File: src/rtl/gene_net_seq_pkg.sv
// Shared definitions for the gene-network sequencer: FSM state encoding,
// result codes, default sizes and the latency-timer width helper.
package gene_net_seq_pkg;

  localparam int DEF_WIDTH     = 8;
  localparam int DEF_MAX_STEPS = 10;

  localparam logic [2:0] ST_IDLE   = 3'd0;
  localparam logic [2:0] ST_CLEAR  = 3'd1;
  localparam logic [2:0] ST_APPLY  = 3'd2;
  localparam logic [2:0] ST_SAMPLE = 3'd3;
  localparam logic [2:0] ST_DONE   = 3'd4;

  localparam logic [1:0] RES_TIMEOUT = 2'b00;
  localparam logic [1:0] RES_FIXED   = 2'b01;
  localparam logic [1:0] RES_CYCLE   = 2'b10;

  // Timer must hold NET_LAT-1; keep at least one bit when NET_LAT == 1.
  function automatic int tmr_w(input int lat);
    return (lat > 1) ? $clog2(lat) : 1;
  endfunction

endpackage

File: src/rtl/gene_net_sequencer.sv
// Gene-network sequencer: seeds the network, iterates next_status back into
// status, stops on fixed point / cycle / step budget and reports the outcome.
// Optional macro GNSEQ_SINGLE_STEP_EN adds a step_en input that gates each
// APPLY->SAMPLE transition so a debugger can stall between iterations.
module gene_net_sequencer
  import gene_net_seq_pkg::*;
#(
  parameter int WIDTH     = DEF_WIDTH,
  parameter int MAX_STEPS = DEF_MAX_STEPS,
  parameter int NET_LAT   = 1,
  parameter int CNT_W     = 4
) (
  input  logic             clk,
  input  logic             reset,
  input  logic             start,
  input  logic [WIDTH-1:0] seed,
  output logic [WIDTH-1:0] net_status,
  input  logic [WIDTH-1:0] net_next,
  output logic             chk_reset,
  input  logic             is_fixed,
  input  logic             is_cycle,
`ifdef GNSEQ_SINGLE_STEP_EN
  input  logic             step_en,
`endif
  output logic             busy,
  output logic             done,
  output logic [1:0]       result,
  output logic [WIDTH-1:0] final_status,
  output logic [CNT_W-1:0] steps
);

  localparam int             TW     = tmr_w(NET_LAT);
  localparam logic [TW-1:0]  LAT_M1 = TW'(NET_LAT - 1);
  localparam logic [CNT_W-1:0] MAX_C = CNT_W'(MAX_STEPS);

  logic [2:0]       state;
  logic [TW-1:0]    timer;
  logic [CNT_W-1:0] steps_inc;
  logic             adv;

  assign steps_inc = steps + 1'b1;

`ifdef GNSEQ_SINGLE_STEP_EN
  assign adv = (timer == '0) && step_en;
`else
  assign adv = (timer == '0);
`endif

  // Handshake and checker clear decode straight from the state so that an
  // asynchronous reset is visible on them in the same cycle.
  always_comb begin
    chk_reset = (state == ST_IDLE) || (state == ST_CLEAR);
    busy      = (state != ST_IDLE);
    done      = (state == ST_DONE);
  end

  // Sequencer FSM with latency timer, step counter and result capture.
  always_ff @(posedge clk or negedge reset) begin
    if (!reset) begin
      state        <= ST_IDLE;
      timer        <= '0;
      net_status   <= '0;
      final_status <= '0;
      steps        <= '0;
      result       <= RES_TIMEOUT;
    end else begin
      case (state)
        ST_IDLE: begin
          if (start) begin
            net_status <= seed;
            steps      <= '0;
            state      <= ST_CLEAR;
          end
        end
        ST_CLEAR: begin
          timer <= LAT_M1;
          state <= ST_APPLY;
        end
        ST_APPLY: begin
          if (adv)              state <= ST_SAMPLE;
          else if (timer != '0) timer <= timer - 1'b1;
        end
        ST_SAMPLE: begin
          net_status   <= net_next;
          final_status <= net_next;
          steps        <= steps_inc;
          // Fixed point outranks cycle; the budget only matters if neither hit.
          if (is_fixed) begin
            result <= RES_FIXED;
            state  <= ST_DONE;
          end else if (is_cycle) begin
            result <= RES_CYCLE;
            state  <= ST_DONE;
          end else if (steps_inc == MAX_C) begin
            result <= RES_TIMEOUT;
            state  <= ST_DONE;
          end else begin
            timer <= LAT_M1;
            state <= ST_APPLY;
          end
        end
        ST_DONE:  state <= ST_IDLE;
        default:  state <= ST_IDLE;
      endcase
    end
  end

endmodule

File: config.mk
export PLATFORM = sky130hd
export DESIGN_NAME = gene_net_sequencer
export DESIGN_NICKNAME = d
export VERILOG_FILES = /design/src/rtl/gene_net_seq_pkg.sv /design/src/rtl/gene_net_sequencer.sv
export SDC_FILE = /design/constraint.sdc
export NUM_CORES = 1
export LEC_CHECK = 0
export BUFFER_PORTS_ARGS = -buffer_cell sky130_fd_sc_hd__clkbuf_2
export CAP_MARGIN = 10
export CELL_PAD_IN_SITES_DETAIL_PLACEMENT = 1
export CELL_PAD_IN_SITES_GLOBAL_PLACEMENT = 2
export CORE_ASPECT_RATIO = 0.5
export CORE_UTILIZATION = 26
export CTS_BUF_LIST = sky130_fd_sc_hd__clkbuf_4 sky130_fd_sc_hd__clkbuf_8 sky130_fd_sc_hd__clkbuf_16
export DETAILED_ROUTE_END_ITERATION = 6
export GPL_TIMING_DRIVEN = 0
export PLACE_DENSITY = 0.73
export SYNTH_ARGS = -nofsm -noshare
export SYNTH_HDL_FRONTEND = slang
export SYNTH_SLANG_ARGS = --single-unit
File: constraint.sdc
create_clock -name clk -period 1.62 [get_ports clk]
set_input_delay 0.081 -clock clk [delete_from_list [all_inputs] [get_ports clk]]
set_output_delay 0.081 -clock clk [all_outputs]
set_load 0.01 [all_outputs]
==> metrics.md <==
| Metric | Value |
|---|---|
| CP arrival | `between 1500 and 2000 ps` |
| Post-DR wirelength/cell | `13.6 um` |
| Clk root buf | `clkbuf_8` |
| Buf+Inv Stages, Crit Path | `1` |
| Vias | `about 1000` |
| Finished Layout Cells | `222` |
| F_max | `0.661 GHz` |
| Row Count | `16` |
| DRT Wirelength | `between 3 and 4 mm` |
| Nets@finish | `192` |
| Placed wire-length estimate | `~2.2 mm` |
| I/O Buffers | `45` |
| Fin crit share | `slightly above 90%` |
| 1st-iter DRT viols | `34` |
| Layout cells sized above 1 | `33.3%` |
| Final Skew | `~9.0 ps` |
| Seq/Total Area, Yosys | `56.5%` |
| Gate Count Post-Synth | `118` |
| Clk pin slew, worst setup/hold paths | `approximately 100 ps` |
| Average size of a mapped cell | `roughly 9.4 um^2` |
| Antenna Nets Post-Route | `0` |
| Delay-heaviest family, CP | `flip-flops` |
| Fin. max-slew vios | `0` |
| # DRC | `0` |
| Overall Power | `3050 uW` |
| Worst r2r src | `state[1]` |
| RSZ-0062 raised after global routing | `false` |
| Die height | `~48 um` |
| GRT Total Usage | `about 14%` |
| Clock period minus final worst setup slack | `1510 ps` |
| Critical path class | `reg2reg` |
| Worst setup SP type | `flip-flop` |
| Post-Syn Area | `approximately 0.0011 mm^2` |
| Worst endpoint required time | `~1800 ps` |
| Total Die Area | `0.00454 mm^2` |
| Pleak | `about 0.00076 uW` |
| Final GP Congestion | `~0.69` |
| Sink Count | `25` |
| Worst rel slew slack | `57.3%` |
| CP max FO | `10` |
| Area grow syn2layout | `32.1%` |
| Initial core utilization | `27.8%` |
| Vias in the first global route | `~950` |
| Placed cell count | `217` |
| Worst path slowest cell | `dfrtp_1` |
| Synth warn | `0` |
| Hold Startpoint | `net_next[5]` |
| Final hold viol count | `0` |
| Top-area cell type share of the netlist area | `a little under three fifths` |
| Async S/R FF share, synth | `100%` |
| Top cells by count, synth | `nand2_1, dfrtp_1, nor2_1, a31oi_1, inv_1` |
| P per Cell Area | `~2100 mW/mm^2` |
| Worst hold margin | `around 6.5 ps` |
| Number of diodes | `0` |
| Synth top area cells | `dfrtp_1, nand2_1, a31oi_1` |
| DIE WIDTH | `~94 um` |
| Reg2reg setup slack | `110 ps` |
| Post-synth EDFFs | `0` |
| CTS max path bufs | `2` |
| Peak supply drop | `roughly 0.47 mV` |
| Synth cell types | `27` |
| Initial antenna violation count | `0` |
| Total CTS buffers | `3` |
| Largest net degree at the start of global routing | `26` |
| # Max-Cap Violations | `0` |
| Leading area contributor after synthesis | `dfrtp_1` |
| CP endpoint kind | `flip-flop` |
| Most used DFF post-synth | `dfrtp_1` |
| Critical Path Source | `state[1]` |
| Synth Net Count | `roughly 140` |
| CTS tree | `yes` |
| Count leader, synth | `nand2_1` |
| Status | `finished, final reports clean` |
| Drt pass-1 iters | `4` |
| Yosys reg bits | `25` |
| Final setup vio count | `0` |
| Total gr overflow | `0` |
| Worst-margin pin slew | `641 ps` |
| Via density | `4.54` |
| H-Tree Depth | `1` |
| Io pins | `46` |
| Hold WC Path Type | `in2reg` |
| Critical-path cell list | `or3b_1 -> a21oi_2 -> buf_4 -> o21a_1 -> mux2i_1` |
| Worst-Skew Late Latency | `roughly 280 ps` |
| First-pass GRT wire length | `about 4.6 mm` |
| Fillers | `between 400 and 500` |
| Worst path max stage delay | `440 ps` |
| Core area | `roughly 0.004 mm^2` |
[per-layer routing]
metal  part of all wire, %  vias up  global-route usage (%)
met5                     0        -                       0
li1                      -      497                       -
met1                    48      488                    18.0
met3                   3.0        3                    3.27
met2                    49       19                    24.8
met4                  0.20        0                    2.77
[worst min-delay path: stages]
cell and delay, ps:
clkbuf_2 70, nand2_1 50, nand2_1 50
[cells by family (layout without fill, tap and decap cells)]
kind of cell             after synthesis  after routing  synth area share, %
AO/OA/AOI/OAI                         21             21                 12.5
adder cells (fa/ha/maj)                2              2                 2.26
flip-flops                            25             25                 56.5
AND/OR/NAND/NOR                       57             57                 21.4
buffers and inverters                 10             60                 4.74
multiplexers                           2              2                 1.81
XOR/XNOR                               1              1                0.791
[final cells by class]
type | instances | area [um^2] | area share, %
buffer | 6 | 37.5 | 2.57
inverter | 4 | 15.0 | 1.03
clock buffer | 3 | 41.3 | 2.82
tap | 54 | 67.6 | 4.62
timing repair buffer | 46 | 235 | 16.1
multi-input combinational | 83 | 432 | 29.5
sequential | 25 | 626 | 42.8
clock inverter | 1 | 8.76 | 0.599
[worst paths after layout]
path	to	cells after the start
setup / recovery	steps[2]	5
hold / removal	final_status[5]	3
setup reg to reg	steps[2]	5
hold reg to reg	final_status[4]	2
max in group asynchronous	steps[1]	2
min in group asynchronous	final_status[6]	2
[what timing repair did]
item                                   CTS  global route
buffers inserted                         0             0
endpoints found under the hold margin   25             0
setup endpoints to repair                8             0
gates resized for setup                  1             0
hold buffers                             1             0
[cell usage in the layout (no fill, tap or decap), drive strengths merged]
cell         instances
or3b                 1
nor2                13
a31oi               11
or3                  1
nand3                2
and2                 1
o22ai                3
clkbuf              49
and3b                1
o2111ai              1
dfrtp               25
dlygate4sd3          1
o21ai                1
mux2i                2
o21a                 1
a21oi                2
a32oi                1
ha                   2
nor3                 2
a21boi               1
inv                  5
buf                  5
xnor2                1
nand2               35
or2                  1
[flip-flops by register name, summed over array words and instances (netlist names)]
| name | count |
|---|---|
| final_status | 8 |
| net_status | 8 |
| steps | 4 |
| state | 3 |
| result | 2 |
[where the power goes]
part           internal [uW]  switching (uW)
Combinational            606             872
Clock                    181             224
Sequential               933             237
[stage by stage]
| step | worst slack [ps] | cell area [um^2] | util (%) | TNS (ps) |
|---|---|---|---|---|
| floorplan | 242 | 1110 | - | 0 |
| global placement | -45.8 | 1400 | 35.1 | -306 |
| detailed placement | -57.9 | 1400 | 35.1 | -291 |
| CTS | 93.4 | 1460 | 36.7 | 0 |
| global route | 8.47 | 1460 | 36.7 | 0 |
| finish | 107 | 1460 | 36.7 | 0 |
(Power assumes the default switching activity.)
